## config.mk

```make
export PLATFORM = sky130hd
export DESIGN_NAME = age_matrix_issue_queue_ctrl_flat
export DESIGN_NICKNAME = d
export VERILOG_FILES = /design/src/rtl/age_matrix_pkg.sv /design/src/rtl/age_matrix_issue_queue_ctrl_if.sv /design/src/rtl/age_matrix_pick.sv /design/src/rtl/mux_oh.sv /design/src/rtl/age_matrix_issue_queue_ctrl.sv /design/src/flat_wrapper.sv
export SDC_FILE = /design/constraint.sdc
export NUM_CORES = 1
export LEC_CHECK = 0
export BUFFER_PORTS_ARGS = -buffer_cell sky130_fd_sc_hd__buf_2
export CAP_MARGIN = 25
export CORE_MARGIN = 8
export CORE_UTILIZATION = 45
export DETAILED_ROUTE_END_ITERATION = 10
export PLACE_DENSITY = 0.66
export SYNTH_ARGS = -nofsm -noshare
export SYNTH_HDL_FRONTEND = slang
export SYNTH_SLANG_ARGS = --single-unit
```

## constraint.sdc

```tcl
create_clock -name clk -period 16.3 [get_ports clk]
set_input_delay 2.445 -clock clk [delete_from_list [all_inputs] [get_ports clk]]
set_output_delay 2.445 -clock clk [all_outputs]
set_load 0.03 [all_outputs]
```

## src/rtl/age_matrix_pkg.sv

```systemverilog
// rtl/age_matrix_pkg.sv - shared constants and bit-vector helpers for the age-matrix issue queue
// Purpose: default entry count plus popcount/onehot helpers used by the select and
//          assertion logic. Callers zero-extend their vectors to PopMaxW bits.
// Ports:   none (package)
package age_matrix_pkg;

    localparam int DefaultEntryCount = 8;
    localparam int PopMaxW           = 64;

    function automatic int unsigned popcount(input logic [PopMaxW-1:0] v);
        int unsigned n;
        n = 0;
        for (int i = 0; i < PopMaxW; i++) begin
            if (v[i]) n++;
        end
        return n;
    endfunction

    function automatic logic onehot(input logic [PopMaxW-1:0] v);
        return popcount(v) == 1;
    endfunction

endpackage

```

## src/rtl/age_matrix_issue_queue_ctrl_if.sv

```systemverilog
// rtl/age_matrix_issue_queue_ctrl_if.sv - enqueue/dequeue/flush/select bundle of the age-matrix controller
// Purpose: groups every non-clock signal of the controller.
// Ports (master drives the *_i signals, slave drives the *_o signals):
//   enq_fire_i/enq_mask_i  enqueue valid and one-hot target entry per port
//   deq_fire_i/deq_mask_i  dequeue valid and one-hot entry per port
//   flush_i/flush_mask_i   kill request and the entries it kills
//   sel_req_i              entries ready to be picked
//   result_mask_o/vld_o    oldest-first picks, slot 0 oldest
//   entry_vld_o, occupancy_o, full_o, empty_o  registered status
interface age_matrix_issue_queue_ctrl_if
    import age_matrix_pkg::*;
#(
    parameter int EntryCount = DefaultEntryCount,
    parameter int EnqWidth   = 2,
    parameter int DeqWidth   = 2,
    parameter int SelWidth   = 2
);
    localparam int CntWidth = $clog2(EntryCount + 1);

    logic [EnqWidth-1:0]                 enq_fire_i;
    logic [EnqWidth-1:0][EntryCount-1:0] enq_mask_i;
    logic [DeqWidth-1:0]                 deq_fire_i;
    logic [DeqWidth-1:0][EntryCount-1:0] deq_mask_i;
    logic                                flush_i;
    logic [EntryCount-1:0]               flush_mask_i;
    logic [EntryCount-1:0]               sel_req_i;
    logic [SelWidth-1:0][EntryCount-1:0] result_mask_o;
    logic [SelWidth-1:0]                 result_vld_o;
    logic [EntryCount-1:0]               entry_vld_o;
    logic [CntWidth-1:0]                 occupancy_o;
    logic                                full_o;
    logic                                empty_o;

    modport master (
        output enq_fire_i, enq_mask_i, deq_fire_i, deq_mask_i,
               flush_i, flush_mask_i, sel_req_i,
        input  result_mask_o, result_vld_o, entry_vld_o, occupancy_o, full_o, empty_o
    );

    modport slave (
        input  enq_fire_i, enq_mask_i, deq_fire_i, deq_mask_i,
               flush_i, flush_mask_i, sel_req_i,
        output result_mask_o, result_vld_o, entry_vld_o, occupancy_o, full_o, empty_o
    );

endinterface

```

## src/rtl/age_matrix_pick.sv

```systemverilog
// rtl/age_matrix_pick.sv - one oldest-first select slot of the age matrix
// Purpose: picks the candidate that has no older candidate and removes it from
//          the candidate set for the next slot.
// Ports:
//   i_cand      candidate entries for this slot
//   i_age       age matrix, i_age[r][c]=1 means entry c is older than entry r
//   o_win       one-hot winner (zero if no candidate)
//   o_cand_nxt  candidates left for the next slot
module age_matrix_pick
    import age_matrix_pkg::*;
#(
    parameter int EntryCount = DefaultEntryCount
) (
    input  logic [EntryCount-1:0]                 i_cand,
    input  logic [EntryCount-1:0][EntryCount-1:0] i_age,
    output logic [EntryCount-1:0]                 o_win,
    output logic [EntryCount-1:0]                 o_cand_nxt
);

    logic [EntryCount-1:0] w_blocked;

    // The diagonal is skipped: an entry never blocks itself.
    always_comb begin
        for (int r = 0; r < EntryCount; r++) begin
            w_blocked[r] = 1'b0;
            for (int c = 0; c < EntryCount; c++) begin
                if (c != r && i_cand[c] && i_age[r][c]) w_blocked[r] = 1'b1;
            end
        end
    end

    assign o_win      = i_cand & ~w_blocked;
    assign o_cand_nxt = i_cand & ~o_win;

endmodule

```

## src/rtl/mux_oh.sv

```systemverilog
// rtl/mux_oh.sv - one-hot select mux (OR of data words whose select bit is set)
// Purpose: generic one-hot mux; an all-zero select yields zero.
// Ports:
//   i_sel   N select bits, expected one-hot or zero
//   i_data  N data words of W bits
//   o_data  selected word
module MuxOH #(
    parameter int N = 2,
    parameter int W = 8
) (
    input  logic [N-1:0]        i_sel,
    input  logic [N-1:0][W-1:0] i_data,
    output logic [W-1:0]        o_data
);

    always_comb begin
        o_data = '0;
        for (int i = 0; i < N; i++) begin
            if (i_sel[i]) o_data |= i_data[i];
        end
    end

endmodule

```

## src/rtl/age_matrix_issue_queue_ctrl.sv

```systemverilog
// rtl/age_matrix_issue_queue_ctrl.sv - age-ordered entry tracker with multi-port enq/deq/flush and oldest-first select
// Purpose: owns the entry valid vector, a registered age matrix and an occupancy
//          counter; the select path is combinational from registered state only.
// Ports:
//   clk  clock
//   rst  asynchronous active-high reset
//   bus  age_matrix_issue_queue_ctrl_if.slave (enq/deq/flush/select/status)
module age_matrix_issue_queue_ctrl
    import age_matrix_pkg::*;
#(
    parameter int EntryCount = DefaultEntryCount,
    parameter int EnqWidth   = 2,
    parameter int DeqWidth   = 2,
    parameter int SelWidth   = 2
) (
    input  logic clk,
    input  logic rst,
    age_matrix_issue_queue_ctrl_if.slave bus
);

    localparam int CntWidth = $clog2(EntryCount + 1);

    logic [EntryCount-1:0]                 r_vld;
    logic [EntryCount-1:0][EntryCount-1:0] r_age;
    logic [CntWidth-1:0]                   r_occ;
    logic                                  r_full;
    logic                                  r_empty;

    logic [EntryCount-1:0]                 w_enq_all;
    logic [EntryCount-1:0]                 w_deq_all;
    logic [EntryCount-1:0]                 w_flush_kill;
    logic [EntryCount-1:0]                 w_base;
    logic [EntryCount-1:0]                 w_vld_d;
    logic [EnqWidth-1:0][EntryCount-1:0]   w_enq_prefix;
    logic [EntryCount-1:0][EnqWidth-1:0]   w_enq_hit;
    logic [EntryCount-1:0][EntryCount-1:0] w_dep;
    logic [EntryCount-1:0][EntryCount-1:0] w_age_d;
    logic [CntWidth-1:0]                   w_occ_d;
    int unsigned                           w_enq_cnt;
    int unsigned                           w_clr_cnt;

    logic [SelWidth:0][EntryCount-1:0]     w_cand;
    logic [SelWidth-1:0][EntryCount-1:0]   w_win;

    // Fired-port masks, surviving entries and the next valid vector.
    always_comb begin
        w_enq_all = '0;
        w_deq_all = '0;
        for (int j = 0; j < EnqWidth; j++) begin
            if (bus.enq_fire_i[j]) w_enq_all |= bus.enq_mask_i[j];
        end
        for (int j = 0; j < DeqWidth; j++) begin
            if (bus.deq_fire_i[j]) w_deq_all |= bus.deq_mask_i[j];
        end
        w_flush_kill = bus.flush_i ? bus.flush_mask_i : '0;
        w_base       = r_vld & ~w_deq_all & ~w_flush_kill;
        w_vld_d      = w_base | w_enq_all;
    end

    // w_enq_prefix[j] = entries enqueued this cycle on lower (older) ports than j.
    always_comb begin
        w_enq_prefix = '0;
        for (int j = 1; j < EnqWidth; j++) begin
            w_enq_prefix[j] = w_enq_prefix[j-1]
                            | (bus.enq_fire_i[j-1] ? bus.enq_mask_i[j-1] : '0);
        end
    end

    always_comb begin
        for (int r = 0; r < EntryCount; r++) begin
            for (int j = 0; j < EnqWidth; j++) begin
                w_enq_hit[r][j] = bus.enq_fire_i[j] & bus.enq_mask_i[j][r];
            end
        end
    end

    // Per row: which lower-port enqueues the entry must treat as older.
    for (genvar r = 0; r < EntryCount; r++) begin : g_dep
        MuxOH #(
            .N (EnqWidth),
            .W (EntryCount)
        ) u_dep_mux (
            .i_sel  (w_enq_hit[r]),
            .i_data (w_enq_prefix),
            .o_data (w_dep[r])
        );
    end

    // An enqueued row is rewritten outright, which wins over the column clear
    // that every other enqueue in the same cycle applies to it. Rows of
    // dequeued/flushed entries stay stale; they are masked by r_vld on read.
    always_comb begin
        w_age_d = r_age;
        for (int r = 0; r < EntryCount; r++) begin
            for (int c = 0; c < EntryCount; c++) begin
                if (c == r) begin
                    w_age_d[r][c] = 1'b0;
                end else if (|w_enq_hit[r]) begin
                    w_age_d[r][c] = w_base[c] | w_dep[r][c];
                end else if (w_enq_all[c]) begin
                    w_age_d[r][c] = 1'b0;
                end
            end
        end
    end

    // Entries hit by both deq and flush are counted once via the OR.
    always_comb begin
        w_enq_cnt = popcount(PopMaxW'(w_enq_all));
        w_clr_cnt = popcount(PopMaxW'(r_vld & (w_deq_all | w_flush_kill)));
        w_occ_d   = r_occ + CntWidth'(w_enq_cnt) - CntWidth'(w_clr_cnt);
    end

    always_ff @(posedge clk or posedge rst) begin
        if (rst) begin
            r_vld   <= '0;
            r_age   <= '0;
            r_occ   <= '0;
            r_full  <= 1'b0;
            r_empty <= 1'b1;
        end else begin
            r_vld   <= w_vld_d;
            r_age   <= w_age_d;
            r_occ   <= w_occ_d;
            r_full  <= (w_occ_d == CntWidth'(EntryCount));
            r_empty <= (w_occ_d == '0);
        end
    end

    // Select chain: each slot removes its winner before the next looks.
    assign w_cand[0] = bus.sel_req_i & r_vld;

    for (genvar k = 0; k < SelWidth; k++) begin : g_sel
        age_matrix_pick #(
            .EntryCount (EntryCount)
        ) u_pick (
            .i_cand     (w_cand[k]),
            .i_age      (r_age),
            .o_win      (w_win[k]),
            .o_cand_nxt (w_cand[k+1])
        );
        assign bus.result_vld_o[k] = |w_win[k];
    end

    assign bus.result_mask_o = w_win;
    assign bus.entry_vld_o   = r_vld;
    assign bus.occupancy_o   = r_occ;
    assign bus.full_o        = r_full;
    assign bus.empty_o       = r_empty;

`ifndef SYNTHESIS
    a_enq_to_valid: assert property (@(posedge clk) disable iff (rst)
        (w_enq_all & r_vld) == '0);

    a_enq_room: assert property (@(posedge clk) disable iff (rst)
        popcount(PopMaxW'(bus.enq_fire_i)) + 32'(r_occ) <= 32'(EntryCount));

    a_pick_count: assert property (@(posedge clk) disable iff (rst)
        popcount(PopMaxW'(w_cand[0])) ==
        popcount(PopMaxW'(w_cand[SelWidth])) + popcount(PopMaxW'(bus.result_vld_o)));

    for (genvar j = 0; j < EnqWidth; j++) begin : g_enq_chk
        a_enq_onehot: assert property (@(posedge clk) disable iff (rst)
            bus.enq_fire_i[j] |-> onehot(PopMaxW'(bus.enq_mask_i[j])));
        for (genvar i = 0; i < j; i++) begin : g_pair
            a_enq_collide: assert property (@(posedge clk) disable iff (rst)
                !(bus.enq_fire_i[i] && bus.enq_fire_i[j]
                  && ((bus.enq_mask_i[i] & bus.enq_mask_i[j]) != '0)));
        end
    end

    for (genvar j = 0; j < DeqWidth; j++) begin : g_deq_chk
        a_deq_onehot: assert property (@(posedge clk) disable iff (rst)
            bus.deq_fire_i[j] |-> onehot(PopMaxW'(bus.deq_mask_i[j])));
        a_deq_valid: assert property (@(posedge clk) disable iff (rst)
            bus.deq_fire_i[j] |-> ((bus.deq_mask_i[j] & ~r_vld) == '0));
    end
`endif

endmodule

```

## src/flat_wrapper.sv

```systemverilog
// flat-port wrapper written by rule: the top's interface ports become plain ports
module age_matrix_issue_queue_ctrl_flat import age_matrix_pkg::*;
#(
    parameter int EntryCount = DefaultEntryCount,
    parameter int EnqWidth   = 2,
    parameter int DeqWidth   = 2,
    parameter int SelWidth   = 2
)
  (clk, rst, bus_enq_fire_i, bus_enq_mask_i, bus_deq_fire_i, bus_deq_mask_i, bus_flush_i, bus_flush_mask_i, bus_sel_req_i, bus_result_mask_o, bus_result_vld_o, bus_entry_vld_o, bus_occupancy_o, bus_full_o, bus_empty_o);
  age_matrix_issue_queue_ctrl_if #(.EntryCount(EntryCount), .EnqWidth(EnqWidth), .DeqWidth(DeqWidth), .SelWidth(SelWidth)) bus_i ();
  input  logic clk;
  input  logic rst;
  input wire logic [$bits(bus_i.enq_fire_i)-1:0] bus_enq_fire_i;
  input wire logic [$bits(bus_i.enq_mask_i)-1:0] bus_enq_mask_i;
  input wire logic [$bits(bus_i.deq_fire_i)-1:0] bus_deq_fire_i;
  input wire logic [$bits(bus_i.deq_mask_i)-1:0] bus_deq_mask_i;
  input wire logic [$bits(bus_i.flush_i)-1:0] bus_flush_i;
  input wire logic [$bits(bus_i.flush_mask_i)-1:0] bus_flush_mask_i;
  input wire logic [$bits(bus_i.sel_req_i)-1:0] bus_sel_req_i;
  output wire logic [$bits(bus_i.result_mask_o)-1:0] bus_result_mask_o;
  output wire logic [$bits(bus_i.result_vld_o)-1:0] bus_result_vld_o;
  output wire logic [$bits(bus_i.entry_vld_o)-1:0] bus_entry_vld_o;
  output wire logic [$bits(bus_i.occupancy_o)-1:0] bus_occupancy_o;
  output wire logic [$bits(bus_i.full_o)-1:0] bus_full_o;
  output wire logic [$bits(bus_i.empty_o)-1:0] bus_empty_o;
  assign bus_i.enq_fire_i = bus_enq_fire_i;
  assign bus_i.enq_mask_i = bus_enq_mask_i;
  assign bus_i.deq_fire_i = bus_deq_fire_i;
  assign bus_i.deq_mask_i = bus_deq_mask_i;
  assign bus_i.flush_i = bus_flush_i;
  assign bus_i.flush_mask_i = bus_flush_mask_i;
  assign bus_i.sel_req_i = bus_sel_req_i;
  assign bus_result_mask_o = bus_i.result_mask_o;
  assign bus_result_vld_o = bus_i.result_vld_o;
  assign bus_entry_vld_o = bus_i.entry_vld_o;
  assign bus_occupancy_o = bus_i.occupancy_o;
  assign bus_full_o = bus_i.full_o;
  assign bus_empty_o = bus_i.empty_o;
  age_matrix_issue_queue_ctrl #(.EntryCount(EntryCount), .EnqWidth(EnqWidth), .DeqWidth(DeqWidth), .SelWidth(SelWidth)) u_core (.clk(clk), .rst(rst), .bus(bus_i));
endmodule
```

==> qor_table.md, run 1 <==
| Item | Reported | Unit |
|:---|:---|:---|
| Status | complete, no violations | - |
| Critical path required time | 16.53 | ns |
| Post-synth EDFFs | 0 | - |
| Part of the power in the clock network | 0.231 | - |
| Share of flip-flops with an asynchronous set or reset | 1.000 | - |
| Area after DPL | 6070 | µm² |
| Unrepaired setup endpoints after global routing | false | - |
| Via count of the first global-routing pass | 5645 | - |
| Drt drc | 0 | - |
| Synthesized area per cell | 8.068 | µm² |
| Die boundary width | 127.9 | µm |
| Sequential Power Share | 0.238 | - |
| Number of clock sinks | 70 | - |
| Maximum root-to-sink buffer count | 2 | - |
| Average detailed-routed wire length per instance | 22.47 | µm |
| First-pass GRT wire length | 31750 | µm |
| Worst Max-Slew Pin Slew | 0.9454 | ns |
| Length of routed met2 wiring | 9003 | µm |
| Initial core utilization | 0.4536 | - |
| Highest routed metal layer | met4 | - |
| Initial antenna violation count | 0 | - |
| Total negative setup slack | 0 | ns |
| Die Footprint | 16350 | µm² |
| Fillcell total | 1201 | - |
| Clock transition at the registers of the reported paths | 0.06 | ns |
| Fraction of power spent switching nets | 0.4226 | - |
| Hold Fails Final Rpt | 0 | - |
| Critical path launch point type | input pin | - |
| Aggregate global routing overflow | 0 | - |
| Number of distinct standard cells referenced by the synthesized netlist | 60 | - |
| Clk root buf | clkbuf_16 | - |
| Worst clock skew on the final layout | 0.01066 | ns |
| Via/cell ratio | 6.514 | - |
| Hold buffer count at CTS | 0 | - |
| Final cycle utilization of the critical path | 0.5566 | - |
| Internal portion of total power | 552.4 | µW |
| Total routed wirelength | 20700 | µm |
| Number of DRC violations after detailed-routing iteration 0 | 859 | - |
| WP data arrival | 9.30 | ns |
| Post-placement worst setup slack | 6.896 | ns |
| Primary flip-flop cell chosen by synthesis mapping | dfrtp_1 | - |
| Post-layout utilization of the core | 0.5154 | - |
| Die Height | 127.9 | µm |
| Maximum clock rate | 0.1102 | GHz |
| Clock network latency to the later pin of the worst-skew pair | 0.34 | ns |
| Post-CTS Resized | 0 | - |
| HPWL after detailed placement | 14470 | µm |
| Final total power | 956.8 | µW |
| Worst path most repeated cell | ha_1 | - |
| Count of synthesis-stage warnings from yosys | 0 | - |
| Global Route Usage Sum | 0.2496 | - |
| Area growth from synthesis to layout | 13.62 | % |
| Mapped Area | 5632 | µm² |
| Portion of the post-synthesis area used by sequential elements | 0.3113 | - |
| Final weighted congestion in routability-driven placement | 0.9321 | - |
| VDD IR max | 0.1319 | mV |
| Worst Path Max Fanout | 9 | - |
| Clock H-tree levels | 3 | - |
| Setup CP Type | in -> reg | - |
| Gate Count Post-Synth | 698 | - |
| Count of final setup violators | 0 | - |
| Detailed-routing wirelength on met1 | 8324 | µm |
| Count of buffers added by post-CTS timing repair for setup | 0 | - |
| Count of vias placed by the detailed router | 5999 | - |
| Power per Cell Area | 149.5 | nW/µm² |
| Number of top-level pins | 87 | - |
| Count of state elements after synthesis | 70 | - |
| Net switching power of the design | 404.3 | µW |
| Pin count of the biggest net entering global routing | 71 | - |
| Synth Net Count | 775 | - |
| Routed wire length on met3 | 2531 | µm |
| Final worst slack | 7.227 | ns |
| Number of CTS-inserted buffers | 9 | - |
| Delay of the slowest cell on the worst path | 0.57 | ns |
| Detail Route Antenna Nets | 0 | - |
| Worst max-slew margin expressed relative to the limit | 0.3697 | - |
| HP Class | reg -> reg | - |
| Static Leakage | 2.816 | nW |
| Count of pins over their slew limit | 0 | - |
| Final design instance area without fill | 6399 | µm² |
| Power share of the combinational group | 0.531 | - |
| Cell Rows | 41 | - |
| CTS tree | done | - |
| Floorplan Core Area | 12410 | µm² |
| Layout cells sized above 1 | 0.1602 | - |
| Max-capacitance violation count | 0 | - |
| Number of nets in the layout | 821 | - |
| Kind of end point of the critical path | register | - |
| Diodes inserted | 0 | - |
| Time the worst path needs with I/O delays and setup | 9.073 | ns |
| Slowest cell on crit path | fa_1 | - |
| Count of input and output buffers | 86 | - |
| Pre-antenna DRT Iters | 8 | - |
## synth_stat cells (4+ instances only)
master,n,area (µm²)
nand3_1,41,205.2
nor2_1,48,180.2
inv_1,23,86.33
and4_1,9,78.83
nor3_1,14,70.07
xor2_1,6,52.55
o221ai_1,14,122.6
mux2i_1,10,100.1
o21ai_0,50,250.2
ha_1,19,237.7
xnor2_1,20,175.2
nand2b_1,7,43.79
a31oi_1,24,150.1
and2_1,21,131.4
nor2b_1,16,100.1
clkbuf_1,42,157.7
and3_1,9,56.30
or3_1,5,31.28
buf_2,4,20.02
a21oi_1,31,155.2
nor4_1,5,31.28
nand2_1,92,345.3
dfrtp_1,69,1727
a22oi_1,29,217.7
a22o_1,10,87.58
a222oi_1,15,150.1
a221oi_1,10,87.58
buf_1,5,18.77
## power groups by stage
stage / logic (mW) / registers [mW] / clock network [mW]
after floorplan: 0.380 / 0.237 / 0
after global placement: 0.488 / 0.228 / 0
after detailed placement: 0.499 / 0.229 / 0
after CTS: 0.504 / 0.226 / 0.221
after global routing: 0.565 / 0.230 / 0.227
final: 0.508 / 0.228 / 0.221
## placed cells by master (no fill, tap or decap), drive strengths merged, types with 2 or more instances in the layout
cell,count
nand2,92
buf,90
dfrtp,69
o21ai,50
nor2,48
nand3,41
a21oi,31
a22oi,30
inv,26
a31oi,24
and2,24
xnor2,23
ha,19
nor2b,17
a222oi,15
o221ai,14
nor3,14
a22o,10
mux2i,10
a221oi,10
and3,9
and4,9
clkbuf,9
nand2b,7
xor2,6
nor4,5
or3,5
xnor3,3
nand3b,3
a21boi,3
nand4,3
or2,3
fa,3
clkinv,3
o211ai,2
bufinv,2
## routing by layer
| layer | vias to the layer above | track usage |
|---|---|---|
| met2 | 417 | 0.3759 |
| met3 | 74 | 0.07820 |
| met1 | 2864 | 0.3210 |
| met5 | - | 0 |
| met4 | 0 | 0.1112 |
| li1 | 2644 | - |
## worst max-delay path: cells and delay by family
kind	cells	cell delay, ns
adders and majority gates	6	2.28
xor gates and xnor gates	7	1.46
and+or+nand+nor	8	1.45
AOI/OAI and AO/OA	6	1.22
buffers and inverters	4	0.43
## cells by family (layout without fill, tap and decap cells)
group	Yosys count	after routing	share of synthesized area
AND/OR/NAND/NOR	282	282	0.2453
AO/OA/AOI/OAI	201	201	0.2448
buffers and inverters	79	130	0.05865
flip-flops	70	70	0.3113
XOR/XNOR	33	33	0.06732
adder cells (fa/ha/maj)	22	22	0.05288
multiplexers	11	11	0.01977
## cell type report
cell class | instances | area (µm²) | area share
clock buffers | 9 | 225.2 | 0.03520
clock inverters | 7 | 103.9 | 0.01623
inverters | 24 | 92.59 | 0.01447
multi-input cells | 549 | 3548 | 0.5546
flip-flops and latches | 70 | 1753 | 0.2740
well taps | 172 | 215.2 | 0.03363
repair buffers | 90 | 460.4 | 0.07196
## final timing paths
check,startpoint,to,slack [ns],depth (start not counted)
max in group asynchronous,rst,u_core.r_age[47],13.29,3
min reg2reg,u_core.r_age[12],u_core.r_age[12],0.56,2
min,u_core.r_age[12],u_core.r_age[12],0.56,2
min in group asynchronous,rst,u_core.bus.occupancy_o[0],2.36,3
max,bus_deq_fire_i[0],u_core.bus.full_o,7.23,31
max reg2reg,u_core.bus.entry_vld_o[0],u_core.bus.full_o,9.57,29
## sequential cells by signal, indices dropped and copies added (netlist names)
register	cells
u_core.bus.occupancy_o	4
u_core.bus.full_o	1
u_core.bus.entry_vld_o	8
u_core.r_age	56
u_core.bus.empty_o	1
## metrics by stage
step           std cells  hold slack, ns
6_report             921          0.5604
5_1_grt              921          0.5671
4_1_cts              921          0.5448
3_5_place_dp         905          0.5264
3_3_place_gp         905          0.5177
2_1_floorplan        698          0.4830
Power figures use the tool's default switching activity.
==> run 2, diff against run 1 <==
Settings changed: PLACE_DENSITY 0.66 to 0.68.
Clock period 16.3 ns to 8.1 ns, I/O delays scaled along.
==> run 2 against run 1 <==
Net effect: clock-buffer cell count grew 2; flip-flop and latch count is the same; total power up 94%; core utilization up 0.46 points; register-to-register slack worse by 8.0 ns; die area did not move; global-route usage is 0.30 points lower.
==> qor_table.md, run 2 (synthesis results as in run 1) <==
| Item | Reported | Unit |
|:---|:---|:---|
| Final worst slack | 0.6133 | ns |
| Average detailed-routed wire length per instance | 22.05 | µm |
| Pin count of the biggest net entering global routing | 71 | - |
| Number of CTS-inserted buffers | 9 | - |
| Total routed wirelength | 20500 | µm |
| Count of pins over their slew limit | 0 | - |
| Unrepaired setup endpoints after global routing | false | - |
| Die boundary width | 127.9 | µm |
| Worst hold slack after final layout | 0.5529 | ns |
| Crit Reg-Reg Startpoint | u_core.bus.entry_vld_o[0] | - |
| Critical path launch point type | input pin | - |
| Most common library cell in the layout ignoring fill and taps | nand2_1 | - |
| Total negative setup slack | 0 | ns |
| Worst Path Max Fanout | 9 | - |
| Delay of the slowest cell on the worst path | 0.57 | ns |
| Post-placement worst setup slack | 0.01091 | ns |
| Layout cells sized above 1 | 0.1715 | - |
| Aggregate global routing overflow | 0 | - |
| Detail Route Antenna Nets | 0 | - |
| Floorplan Core Area | 12410 | µm² |
| Kind of end point of the critical path | register | - |
| Count of final setup violators | 0 | - |
| Hold buffer count at CTS | 0 | - |
| Cell Rows | 41 | - |
| Count of input and output buffers | 86 | - |
| Clk root buf | clkbuf_16 | - |
| WP data arrival | 7.71 | ns |
| Setup CP Type | in -> reg | - |
| Critical path required time | 8.32 | ns |
| Final cycle utilization of the critical path | 0.9243 | - |
| Worst Max-Slew Pin Slew | 0.9234 | ns |
| Largest register by flop count | u_core.r_age | - |
| Final total power | 1.857 | mW |
| Clock transition at the registers of the reported paths | 0.06 | ns |
| Final weighted congestion in routability-driven placement | 0.9398 | - |
| Via/cell ratio | 6.500 | - |
| Slowest cell on crit path | fa_1 | - |
| Number of top-level pins | 87 | - |
| Time the worst path needs with I/O delays and setup | 7.487 | ns |
| Power per Cell Area | 287.6 | nW/µm² |
| HPWL after detailed placement | 14460 | µm |
| HP Class | reg -> reg | - |
| Critical Path Source | bus_deq_fire_i[0] | - |
| Initial antenna violation count | 0 | - |
| Die Footprint | 16350 | µm² |
| Post-CTS Resized | 0 | - |
| Count of vias placed by the detailed router | 6045 | - |
| Worst max-slew margin expressed relative to the limit | 0.3844 | - |
| CTS tree | done | - |
| Drt drc | 0 | - |
| Global Route Usage Sum | 0.2466 | - |
| Count of buffers added by post-CTS timing repair for setup | 0 | - |
| Initial core utilization | 0.4536 | - |
| Worst min-delay path startpoint | u_core.r_age[47] | - |
| Maximum root-to-sink buffer count | 2 | - |
| Worst clock skew on the final layout | 0.009328 | ns |
| Worst path most repeated cell | ha_1 | - |
| Number of DRC violations after detailed-routing iteration 0 | 926 | - |
| First-pass GRT wire length | 31460 | µm |
| Number of nets in the layout | 830 | - |
| Via count of the first global-routing pass | 5906 | - |
| Status | complete, no violations | - |
| Number of clock sinks | 70 | - |
| Hold Fails Final Rpt | 0 | - |
| Clock network latency to the later pin of the worst-skew pair | 0.34 | ns |
| Commonest cells after routing, fill and taps aside | 92 x nand2_1, 86 x buf_2, 69 x dfrtp_1 | - |
| Maximum clock rate | 0.1336 | GHz |
| Max-capacitance violation count | 0 | - |
| Area growth from synthesis to layout | 14.64 | % |
| Static Leakage | 2.840 | nW |
| VDD IR max | 0.1793 | mV |
| Die Height | 127.9 | µm |
| Pre-antenna DRT Iters | 7 | - |
| Clock H-tree levels | 3 | - |
| Diodes inserted | 0 | - |
| Largest register FFs | 56 | - |
==> run 2: final timing paths <==
path                       cells past startpoint  slack (ns)                         to
setup / recovery                              32        0.61          u_core.bus.full_o
hold / removal                                 2        0.55           u_core.r_age[47]
setup reg to reg                              29        1.56          u_core.bus.full_o
hold reg to reg                                2        0.55           u_core.r_age[47]
max in group asynchronous                      3        6.35           u_core.r_age[33]
min in group asynchronous                      3        1.15  u_core.bus.occupancy_o[1]
==> run 2: layout make-up <==
cell class | instances | area [µm²]
Fill cell | 1177 | 5958
Multi-Input combinational cell | 549 | 3575
Sequential cell | 70 | 1753
Timing Repair Buffer | 99 | 528.0
Clock buffer | 11 | 232.7
Tap cell | 172 | 215.2
Inverter | 24 | 92.59
Clock inverter | 5 | 60.06
==> run 2: power breakdown <==
group | leakage [nW] | total, mW | switching (mW) | internal (mW)
Clock | 0.140 | 0.393 | 0.154 | 0.239
Sequential | 0.881 | 0.458 | 0.0473 | 0.411
Combinational | 1.82 | 1.01 | 0.595 | 0.410
Total | 2.84 | 1.86 | 0.797 | 1.06
==> run 2: stage by stage <==
stage / util / instances / instance area (µm²)
after floorplan: - / 698 / 5632
after global placement: 0.4944 / 914 / 6137
after detailed placement: 0.4944 / 914 / 6137
after CTS: 0.5179 / 930 / 6430
after global routing: 0.5201 / 930 / 6456
final: 0.5201 / 930 / 6456
==> run 2: critical path, delay by kind of cell <==
family / cells / cell delay, ns
compound gates: 6 / 1.08
xor+xnor: 7 / 1.27
fa+ha+maj: 6 / 2.12
buf+inv: 5 / 0.52
simple gates: 8 / 1.50
==> run 2: metal layers <==
layer / GRT usage / vias up / share of wire
li1: - / 2664 / -
met1: 0.3029 / 2862 / 0.39
met2: 0.3917 / 435 / 0.45
met3: 0.06531 / 84 / 0.12
met4: 0.1231 / 0 / 0.040
met5: 0 / - / 0
